### src/rtl/lcms_reset_seq_if.sv
// Configuration bus of the LCMS integrator reset sequencer.
// The master drives a load request together with the four timing words.
interface lcms_reset_seq_if #(
   parameter int CNT_W = 16
);
   logic             cfg_load_i;
   logic [CNT_W-1:0] reset_period_i;
   logic [CNT_W-1:0] int_reset_duration_i;
   logic [CNT_W-1:0] post_reset_duration_i;
   logic [CNT_W-1:0] v_sampling_period_i;

   modport master (
      output cfg_load_i,
      output reset_period_i,
      output int_reset_duration_i,
      output post_reset_duration_i,
      output v_sampling_period_i
   );

   modport slave (
      input cfg_load_i,
      input reset_period_i,
      input int_reset_duration_i,
      input post_reset_duration_i,
      input v_sampling_period_i
   );
endinterface

### src/rtl/lcms_reset_seq.sv
// N-channel integrator reset / sampling sequencer for the LCMS front end.
// A tick prescaler paces INT_RESET, POST_RESET, integrate and ADC strobes.
module lcms_reset_seq #(
   parameter int N_CH     = 4,
   parameter int CNT_W    = 16,
   parameter int TICK_DIV = 100
) (
   input  logic             s_clk,
   input  logic             a_rst_hard_n,
   input  logic             enable_i,
   input  logic             mode_i,
   input  logic             trig_i,
   lcms_reset_seq_if.slave  cfg,
   input  logic [N_CH-1:0]  ch_enable_i,
   output logic [N_CH-1:0]  INT_RESET,
   output logic [N_CH-1:0]  POST_RESET,
   output logic             sample_stb,
   output logic [CNT_W-1:0] samples_per_period,
   output logic             busy,
   output logic             cfg_err
);
   localparam int PSC_W = $clog2(TICK_DIV);
   localparam logic [PSC_W-1:0] PSC_TOP = PSC_W'(TICK_DIV - 1);
   localparam logic [CNT_W-1:0] ONE = CNT_W'(1);

   typedef enum logic [1:0] {
      S_IDLE,
      S_IRST,
      S_PRST,
      S_INTEG
   } state_t;

   typedef struct packed {
      logic [CNT_W-1:0] per;
      logic [CNT_W-1:0] intd;
      logic [CNT_W-1:0] post;
      logic [CNT_W-1:0] samp;
   } cfg_t;

   localparam cfg_t CFG_RST = '{
      per:  CNT_W'(100),
      intd: CNT_W'(2),
      post: CNT_W'(3),
      samp: CNT_W'(10)
   };

   state_t           state_q, state_d;
   logic [PSC_W-1:0] psc_q, psc_d;
   logic [CNT_W-1:0] tcnt_q, tcnt_d;
   logic [CNT_W-1:0] scnt_q, scnt_d;
   logic [CNT_W-1:0] stbc_q, stbc_d;
   logic [CNT_W-1:0] spp_q, spp_d;
   cfg_t             pend_q, pend_d;
   cfg_t             act_q, act_d;
   logic             err_q, err_d;
   logic [N_CH-1:0]  int_q, post_q;
   logic             stb_q, busy_q;

   cfg_t             cfg_in;
   logic             cfg_ok;
   logic [CNT_W:0]   sum_in, rst_end, tcnt_nx;
   logic             tick, last, go, cont, stb_d;
   logic [CNT_W-1:0] nstb;

   always_comb begin
      cfg_in = '{
         per:  cfg.reset_period_i,
         intd: cfg.int_reset_duration_i,
         post: cfg.post_reset_duration_i,
         samp: cfg.v_sampling_period_i
      };
      // Sum is one bit wider so a huge int+post cannot wrap below period.
      sum_in = {1'b0, cfg_in.intd} + {1'b0, cfg_in.post};
      cfg_ok = (cfg_in.per != '0) && (cfg_in.samp != '0) &&
               (cfg_in.intd != '0) && (cfg_in.post != '0) &&
               (sum_in < {1'b0, cfg_in.per});
      pend_d = pend_q;
      err_d  = err_q;
      if (cfg.cfg_load_i) begin
         err_d = !cfg_ok;
         if (cfg_ok) pend_d = cfg_in;
      end

      tick    = (state_q != S_IDLE) && (psc_q == PSC_TOP);
      tcnt_nx = {1'b0, tcnt_q} + {1'b0, ONE};
      rst_end = {1'b0, act_q.intd} + {1'b0, act_q.post};
      last    = tick && (tcnt_nx == {1'b0, act_q.per});
      go      = mode_i ? trig_i : enable_i;
      cont    = !mode_i && enable_i;
      stb_d   = (state_q == S_INTEG) && tick &&
                (scnt_q == act_q.samp - ONE);

      state_d = state_q;
      unique case (state_q)
         S_IDLE:  if (go) state_d = S_IRST;
         S_IRST:  if (tick && tcnt_nx == {1'b0, act_q.intd})
                     state_d = S_PRST;
         S_PRST:  if (tick && tcnt_nx == rst_end)
                     state_d = S_INTEG;
         S_INTEG: if (last) state_d = cont ? S_IRST : S_IDLE;
         default: state_d = S_IDLE;
      endcase

      psc_d = (state_q == S_IDLE || tick) ? '0 : psc_q + PSC_W'(1);

      tcnt_d = tcnt_q;
      if (state_q == S_IDLE || last) tcnt_d = '0;
      else if (tick)                 tcnt_d = tcnt_nx[CNT_W-1:0];

      scnt_d = scnt_q;
      if (state_q != S_INTEG) scnt_d = '0;
      else if (tick)          scnt_d = stb_d ? '0 : scnt_q + ONE;

      nstb   = (stb_d && stbc_q != '1) ? stbc_q + ONE : stbc_q;
      stbc_d = (state_q == S_IDLE || last) ? '0 : nstb;
      spp_d  = last ? nstb : spp_q;

      // Active config only changes between periods.
      act_d = (state_q == S_IDLE || last) ? pend_d : act_q;
   end

   always_ff @(posedge s_clk or negedge a_rst_hard_n) begin
      if (!a_rst_hard_n) begin
         state_q <= S_IDLE;
         psc_q   <= '0;
         tcnt_q  <= '0;
         scnt_q  <= '0;
         stbc_q  <= '0;
         spp_q   <= '0;
         pend_q  <= CFG_RST;
         act_q   <= CFG_RST;
         err_q   <= 1'b0;
         int_q   <= '0;
         post_q  <= '0;
         stb_q   <= 1'b0;
         busy_q  <= 1'b0;
      end else begin
         state_q <= state_d;
         psc_q   <= psc_d;
         tcnt_q  <= tcnt_d;
         scnt_q  <= scnt_d;
         stbc_q  <= stbc_d;
         spp_q   <= spp_d;
         pend_q  <= pend_d;
         act_q   <= act_d;
         err_q   <= err_d;
         int_q   <= {N_CH{state_d == S_IRST}} & ch_enable_i;
         post_q  <= {N_CH{state_d == S_PRST}} & ch_enable_i;
         stb_q   <= stb_d;
         busy_q  <= state_d != S_IDLE;
      end
   end

   assign INT_RESET          = int_q;
   assign POST_RESET         = post_q;
   assign sample_stb         = stb_q;
   assign samples_per_period = spp_q;
   assign busy               = busy_q;
   assign cfg_err            = err_q;
endmodule

### src/flat_wrapper.sv
// flat-port wrapper written by rule: the top's interface ports become plain ports
module lcms_reset_seq_flat 
#(
   parameter int N_CH     = 4,
   parameter int CNT_W    = 16,
   parameter int TICK_DIV = 100
)
  (s_clk, a_rst_hard_n, enable_i, mode_i, trig_i, ch_enable_i, INT_RESET, POST_RESET, sample_stb, samples_per_period, busy, cfg_err, cfg_cfg_load_i, cfg_reset_period_i, cfg_int_reset_duration_i, cfg_post_reset_duration_i, cfg_v_sampling_period_i);
  lcms_reset_seq_if #(.CNT_W(CNT_W)) cfg_i ();
  input  logic s_clk;
  input  logic a_rst_hard_n;
  input  logic enable_i;
  input  logic mode_i;
  input  logic trig_i;
  input  logic [N_CH-1:0] ch_enable_i;
  output logic [N_CH-1:0] INT_RESET;
  output logic [N_CH-1:0] POST_RESET;
  output logic sample_stb;
  output logic [CNT_W-1:0] samples_per_period;
  output logic busy;
  output logic cfg_err;
  input wire logic [$bits(cfg_i.cfg_load_i)-1:0] cfg_cfg_load_i;
  input wire logic [$bits(cfg_i.reset_period_i)-1:0] cfg_reset_period_i;
  input wire logic [$bits(cfg_i.int_reset_duration_i)-1:0] cfg_int_reset_duration_i;
  input wire logic [$bits(cfg_i.post_reset_duration_i)-1:0] cfg_post_reset_duration_i;
  input wire logic [$bits(cfg_i.v_sampling_period_i)-1:0] cfg_v_sampling_period_i;
  assign cfg_i.cfg_load_i = cfg_cfg_load_i;
  assign cfg_i.reset_period_i = cfg_reset_period_i;
  assign cfg_i.int_reset_duration_i = cfg_int_reset_duration_i;
  assign cfg_i.post_reset_duration_i = cfg_post_reset_duration_i;
  assign cfg_i.v_sampling_period_i = cfg_v_sampling_period_i;
  lcms_reset_seq #(.N_CH(N_CH), .CNT_W(CNT_W), .TICK_DIV(TICK_DIV)) u_core (.s_clk(s_clk), .a_rst_hard_n(a_rst_hard_n), .enable_i(enable_i), .mode_i(mode_i), .trig_i(trig_i), .cfg(cfg_i), .ch_enable_i(ch_enable_i), .INT_RESET(INT_RESET), .POST_RESET(POST_RESET), .sample_stb(sample_stb), .samples_per_period(samples_per_period), .busy(busy), .cfg_err(cfg_err));
endmodule
### config.mk
export PLATFORM = sky130hd
export DESIGN_NAME = lcms_reset_seq_flat
export DESIGN_NICKNAME = d
export VERILOG_FILES = /design/src/rtl/lcms_reset_seq_if.sv /design/src/rtl/lcms_reset_seq.sv /design/src/flat_wrapper.sv
export SDC_FILE = /design/constraint.sdc
export NUM_CORES = 1
export LEC_CHECK = 0
export BUFFER_PORTS_ARGS = -buffer_cell sky130_fd_sc_hd__buf_4
export CORE_ASPECT_RATIO = 1.75
export CORE_MARGIN = 2
export CORE_UTILIZATION = 55
export CTS_CLUSTER_SIZE = 10
export DETAILED_ROUTE_END_ITERATION = 8
export GPL_TIMING_DRIVEN = 0
export PLACE_DENSITY = 0.71
export SKIP_LAST_GASP = 1
export SLEW_MARGIN = 20
export SYNTH_ARGS = -nofsm -noshare
export SYNTH_HDL_FRONTEND = slang
export SYNTH_SLANG_ARGS = --single-unit
export TNS_END_PERCENT = 20
### constraint.sdc
create_clock -name s_clk -period 3.39 [get_ports s_clk]
set_clock_uncertainty 0.05 [all_clocks]
set_input_delay 0.5085 -clock s_clk [delete_from_list [all_inputs] [get_ports s_clk]]
set_output_delay 0.5085 -clock s_clk [all_outputs]
set_load 0.01 [all_outputs]
# Word level (Yosys, flattened, before mapping)
# Cells that the tools add are included.
# classes
bitwise,2
eq_ne,12
n_mul,0
n_addsub,7
div,0
n_shift,0
reduce_logical,25
muxes,17
order_cmp,1
# ops
operator,n
2-to-1 mux 64 bit,2
2-to-1 mux 16 bit,7
nonzero test 16 bit,4
adder 16 x 16 -> 17 bit,2
== test 17 x 16 -> 1 bit,2
"adder 16 x 1 -> 16 bit, second input constant",2
"adder 16 x 1 -> 17 bit, second input constant",1
== test 17 bit,1
less-than comparator 17 x 16 -> 1 bit,1
== test 16 bit,1
"inequality test 16 bit, second input constant",1
"subtractor 16 x 1 -> 16 bit, second input constant",1
logical AND 1 bit,12
AND 4 bit,2
2-to-1 mux 2 bit,4
case mux 2 bit (4 select lines),1
nonzero test 2 bit,4
"adder 7 x 1 -> 7 bit, second input constant",1
"== test 7 bit, second input constant",1
2-to-1 mux 7 bit,1
"== test 2 bit, second input constant",3
"== test 2 x 1 -> 1 bit, second input constant",2
zero test 1 bit,2
zero test 2 bit,1
other kinds (3),5
# totals
output_inout_bits,27
word_cells,83
mem_count,0
regBits,212
ram_bits,0
mem_bits_ro,0
in_bits,74
latchBits,0

# Longest topological paths before layout
# logic_depth
depth_word,7
depth_mapped,21
ltp_nobuf,19

# Worst setup path after synthesis
# No wires, ideal clock.
# synth_timing
kind,input to register
from,input port cfg_post_reset_duration_i[0]
to,register u_core.act_q[14] (netlist bit)
slack_ns,-1.669
setup_time_ns,0.125
required_ns,3.215
arrival_time_ns,4.884
n_path_buf,2
path_stages,21
cell_sequence,ha_1 fa_1 a21oi_1 o21ai_0 o41ai_1 o21ai_0 o41ai_1 o21bai_1 a21oi_1 xnor2_1 ha_1 a21o_1 a22oi_1 nand4_1 a221oi_1 o211ai_1 a211oi_1 buf_2 buf_2 mux2_2 mux2_2
# synth_rtl
item,line_no,rtl
"start, declared",flat_wrapper.sv:25,input wire logic [$bits(cfg_i.post_reset_duration_i)-1:0] cfg_post_reset_duration_i;
"end signal, assigned",lcms_reset_seq.sv:145,act_q <= act_d;
"end, declared",lcms_reset_seq.sv:54,"cfg_t act_q, act_d;"

==> metrics.cfg <==
[sta]
fin_crit_sh=1.33
hold_slack_ns=0.151
slew_viol_final=0
max_freq_mhz=222
rsz0062_at_grt=true
final-setup-viol-count=186
period_minus_slack_ns=4.50
worstMarginPinSlew_ns=0.934
fin_tns_setup_ns=-134.45
max-slew-margin-rel=0.372
final.setup.worst_slack_ns=-1.11
finalHoldViolCount=0

[grt]
grt_util_met2=0.580
grt.busiest_layer=met2
use_met1=0.309
grt_pass1_wl_um=58400
met3_usage=0.0332
grt_overflow=0
track_usage=0.305
grt_pass1_vias=10800
antenna_found_initial=0
grt_start_max_net_pins=77

[clock_network]
cts.path.max_buffers=3
clk_pin_slew_ns=0.05
numCtsBuffers=25
cts_root_buf=clkbuf_16
clock_latency_ns=0.54
htreeDepth=1
cts_tree=built
clock-sinks=212

[status]
status=finished, violations left
violations=setup timing

[critical_path]
arrival_ns=4.86
cp_top_family=compound AO/OA/AOI/OAI gates
cpMaxStageDelayCell=fa_2
endpoint_kind=register
worst-path-buf-inv=6
worstSetupStartpointType=input port
path_common_cell=buf_12
path_class=in -> reg
crit_fanout=8
cp_data_required_time_ns=3.75
cpPeakStageDelay_ns=0.36

[die]
io_pins=101
coreArea_um2=23200
fp.dieW_um=120
die_y_um=207
num_rows=74
dieArea_um2=24800
initial_core_util=0.557

[yosys]
ys_ff_latch=212
syn-cell-area_um2=12900
avgSynthCellArea_um2=10.5
synth_edf_count=0
ys_types=89
syn_inst=1237
synthTopCellsByArea=dfrtp_1 38%, mux2_2 11%, ha_1 5.0%
syn-num-nets=1365
seq_area_frac_synth=0.411
ys_warn_count=0
async_flop_share=1.00
synthFlopType=dfrtp_1
yosysTopAreaCell=dfrtp_1
synth_top_area_share=0.379

[worst_hold_path]
min_path_type=in -> reg

[routing]
drtIter0Drc=584
drc=0
vias_per_cell=6.18
detail-route-antenna-nets=0
wl_per_cell_um=22.2
vias=10600
totalWireLength_um=37900
firstDrtPassIters=5

[finish]
insertedDiodeCount=0
syn_to_final_growth_pct=19.0
stdcell_count=1710
drive_gt1_frac=0.267
fin_area_um2=15400
final_nets=1515

[power_and_ir_drop]
ir_drop_mv=0.357
leakage_nw=6.88
p_per_area_nw_per_um2=428

[placed_design]
postPlaceCellArea_um2=14200
place_hpwl_um=28800
place_inst=1643
gp_congestion=1.01
port_buffers=100

[run]
cap_violations=0

-- registers in the layout (all words and copies together) (netlist names) --
| register | count |
|---|---|
| u_core.state_q | 2 |
| u_core.POST_RESET | 4 |
| u_core.tcnt_q | 16 |
| u_core.stbc_q | 16 |
| u_core.sample_stb | 1 |
| u_core.act_q | 64 |
| u_core.cfg_err | 1 |
| u_core.busy | 1 |
| u_core.pend_q | 64 |
| u_core.samples_per_period | 16 |
| u_core.scnt_q | 16 |
| u_core.psc_q | 7 |
| u_core.INT_RESET | 4 |
-- what timing repair did --
action                                 CTS  global route
endpoints found under the hold margin   58             0
gates resized for setup                 33            25
hold buffers                             1             0
setup endpoints to repair              187           189
pin swaps                                3             2
cloned                                   1             1
setup buffers                           13             5
-- cells in the mapped netlist (16+ instances only) --
library cell	count
a21oi_1	50
a31oi_1	25
and3_1	21
buf_2	21
clkbuf_1	18
dfrtp_1	196
dfstp_2	16
ha_1	52
inv_1	41
mux2_2	130
nand2_1	39
nand3_1	52
nand4_1	30
nor2_1	76
nor3_1	27
nor3b_1	21
nor4_1	34
o21a_1	18
o21ai_0	37
xnor2_1	67
xor2_1	25
-- routing by layer --
layer	routed length, um	up-vias
met1	13400	5182
met3	1400	130
li1	-	4937
met4	2650	0
met5	0	-
met2	20400	319
-- cell families (layout without fill, tap and decap cells) --
family / count (synthesis) / after routing / synth area share
adder cells (fa/ha/maj): 54 / 54 / 0.0533
flip-flops: 212 / 212 / 0.411
buffers and inverters: 98 / 267 / 0.0371
AO/OA/AOI/OAI: 255 / 255 / 0.135
AND/OR/NAND/NOR: 384 / 384 / 0.172
multiplexers: 134 / 134 / 0.116
XOR/XNOR: 100 / 100 / 0.0759
-- layout by cell type (no fill, tap or decap), drive strengths merged, types with 4 or more instances in the layout --
cell / instances
dfrtp: 196
buf: 161
mux2: 130
nor2: 78
xnor2: 68
clkbuf: 61
nand3: 54
o21ai: 53
ha: 52
a21oi: 51
inv: 42
nand2: 39
nor4: 38
nand4: 33
nor3: 28
a31oi: 25
xor2: 25
and3: 21
nor3b: 21
o21a: 18
dfstp: 16
nor2b: 15
a21o: 15
o311ai: 12
nand2b: 11
a22o: 10
and2: 9
a211oi: 8
o31ai: 7
o211ai: 7
or4: 6
or3: 6
xnor3: 5
a2111oi: 5
o41ai: 5
and4: 4
mux2i: 4
nor4b: 4
-- path summary, 6_finish.rpt --
check	start	end	slack (ns)	cells after the start
min reg2reg	u_core.pend_q[40]$_DFF_PN0_	u_core.pend_q[40]$_DFF_PN0_	0.44	1
min in group asynchronous	a_rst_hard_n	u_core.pend_q[9]$_DFF_PN0_	0.45	2
max reg2reg	u_core.tcnt_q[1]$_DFFE_PN0P_	u_core.act_q[46]$_DFFE_PN0P_	-0.49	10
min	ch_enable_i[3]	u_core.INT_RESET[3]$_DFF_PN0_	0.15	2
max in group asynchronous	a_rst_hard_n	u_core.tcnt_q[0]$_DFFE_PN0P_	1.71	4
max	cfg_post_reset_duration_i[0]	u_core.act_q[20]$_DFFE_PN0P_	-1.11	25
-- layout make-up --
cell class | instances | area [um2]
multi-input cells | 927 | 7360
clock buffers | 43 | 693
clock inverters | 3 | 21.3
flip-flops and latches | 212 | 5330
well taps | 304 | 380
plain buffers | 57 | 410
fillers | 1872 | 7830
repair buffers | 123 | 1060
inverters | 41 | 154
-- metrics by stage --
step	utilization	worst slack [ns]	power, mW
final	0.663	-1.11	6.60
after global placement	0.610	-2.34	3.99
after global routing	0.663	-1.30	6.87
after detailed placement	0.613	-2.39	4.05
after CTS	0.656	-1.17	6.57
after floorplan	-	-1.27	3.68
-- power by group --
group          internal, mW  switching [mW]  total [mW]
Combinational         0.654           0.536        1.19
Clock                  1.38            1.02        2.40
Sequential             2.92          0.0928        3.01
Total                  4.95            1.65        6.60
-- worst reg2reg max path: stages, from the launching register on --
cell and delay [ns]:
dfrtp_1 0.39, ha_1 0.20, nand4_2 0.25, nor4_2 0.78
xnor2_2 0.23, xnor2_1 0.19, or4_1 0.61, o21ai_4 0.28
buf_6 0.22, buf_6 0.22, mux2_2 0.35
Note: power is estimated with default switching activity, not from simulation.
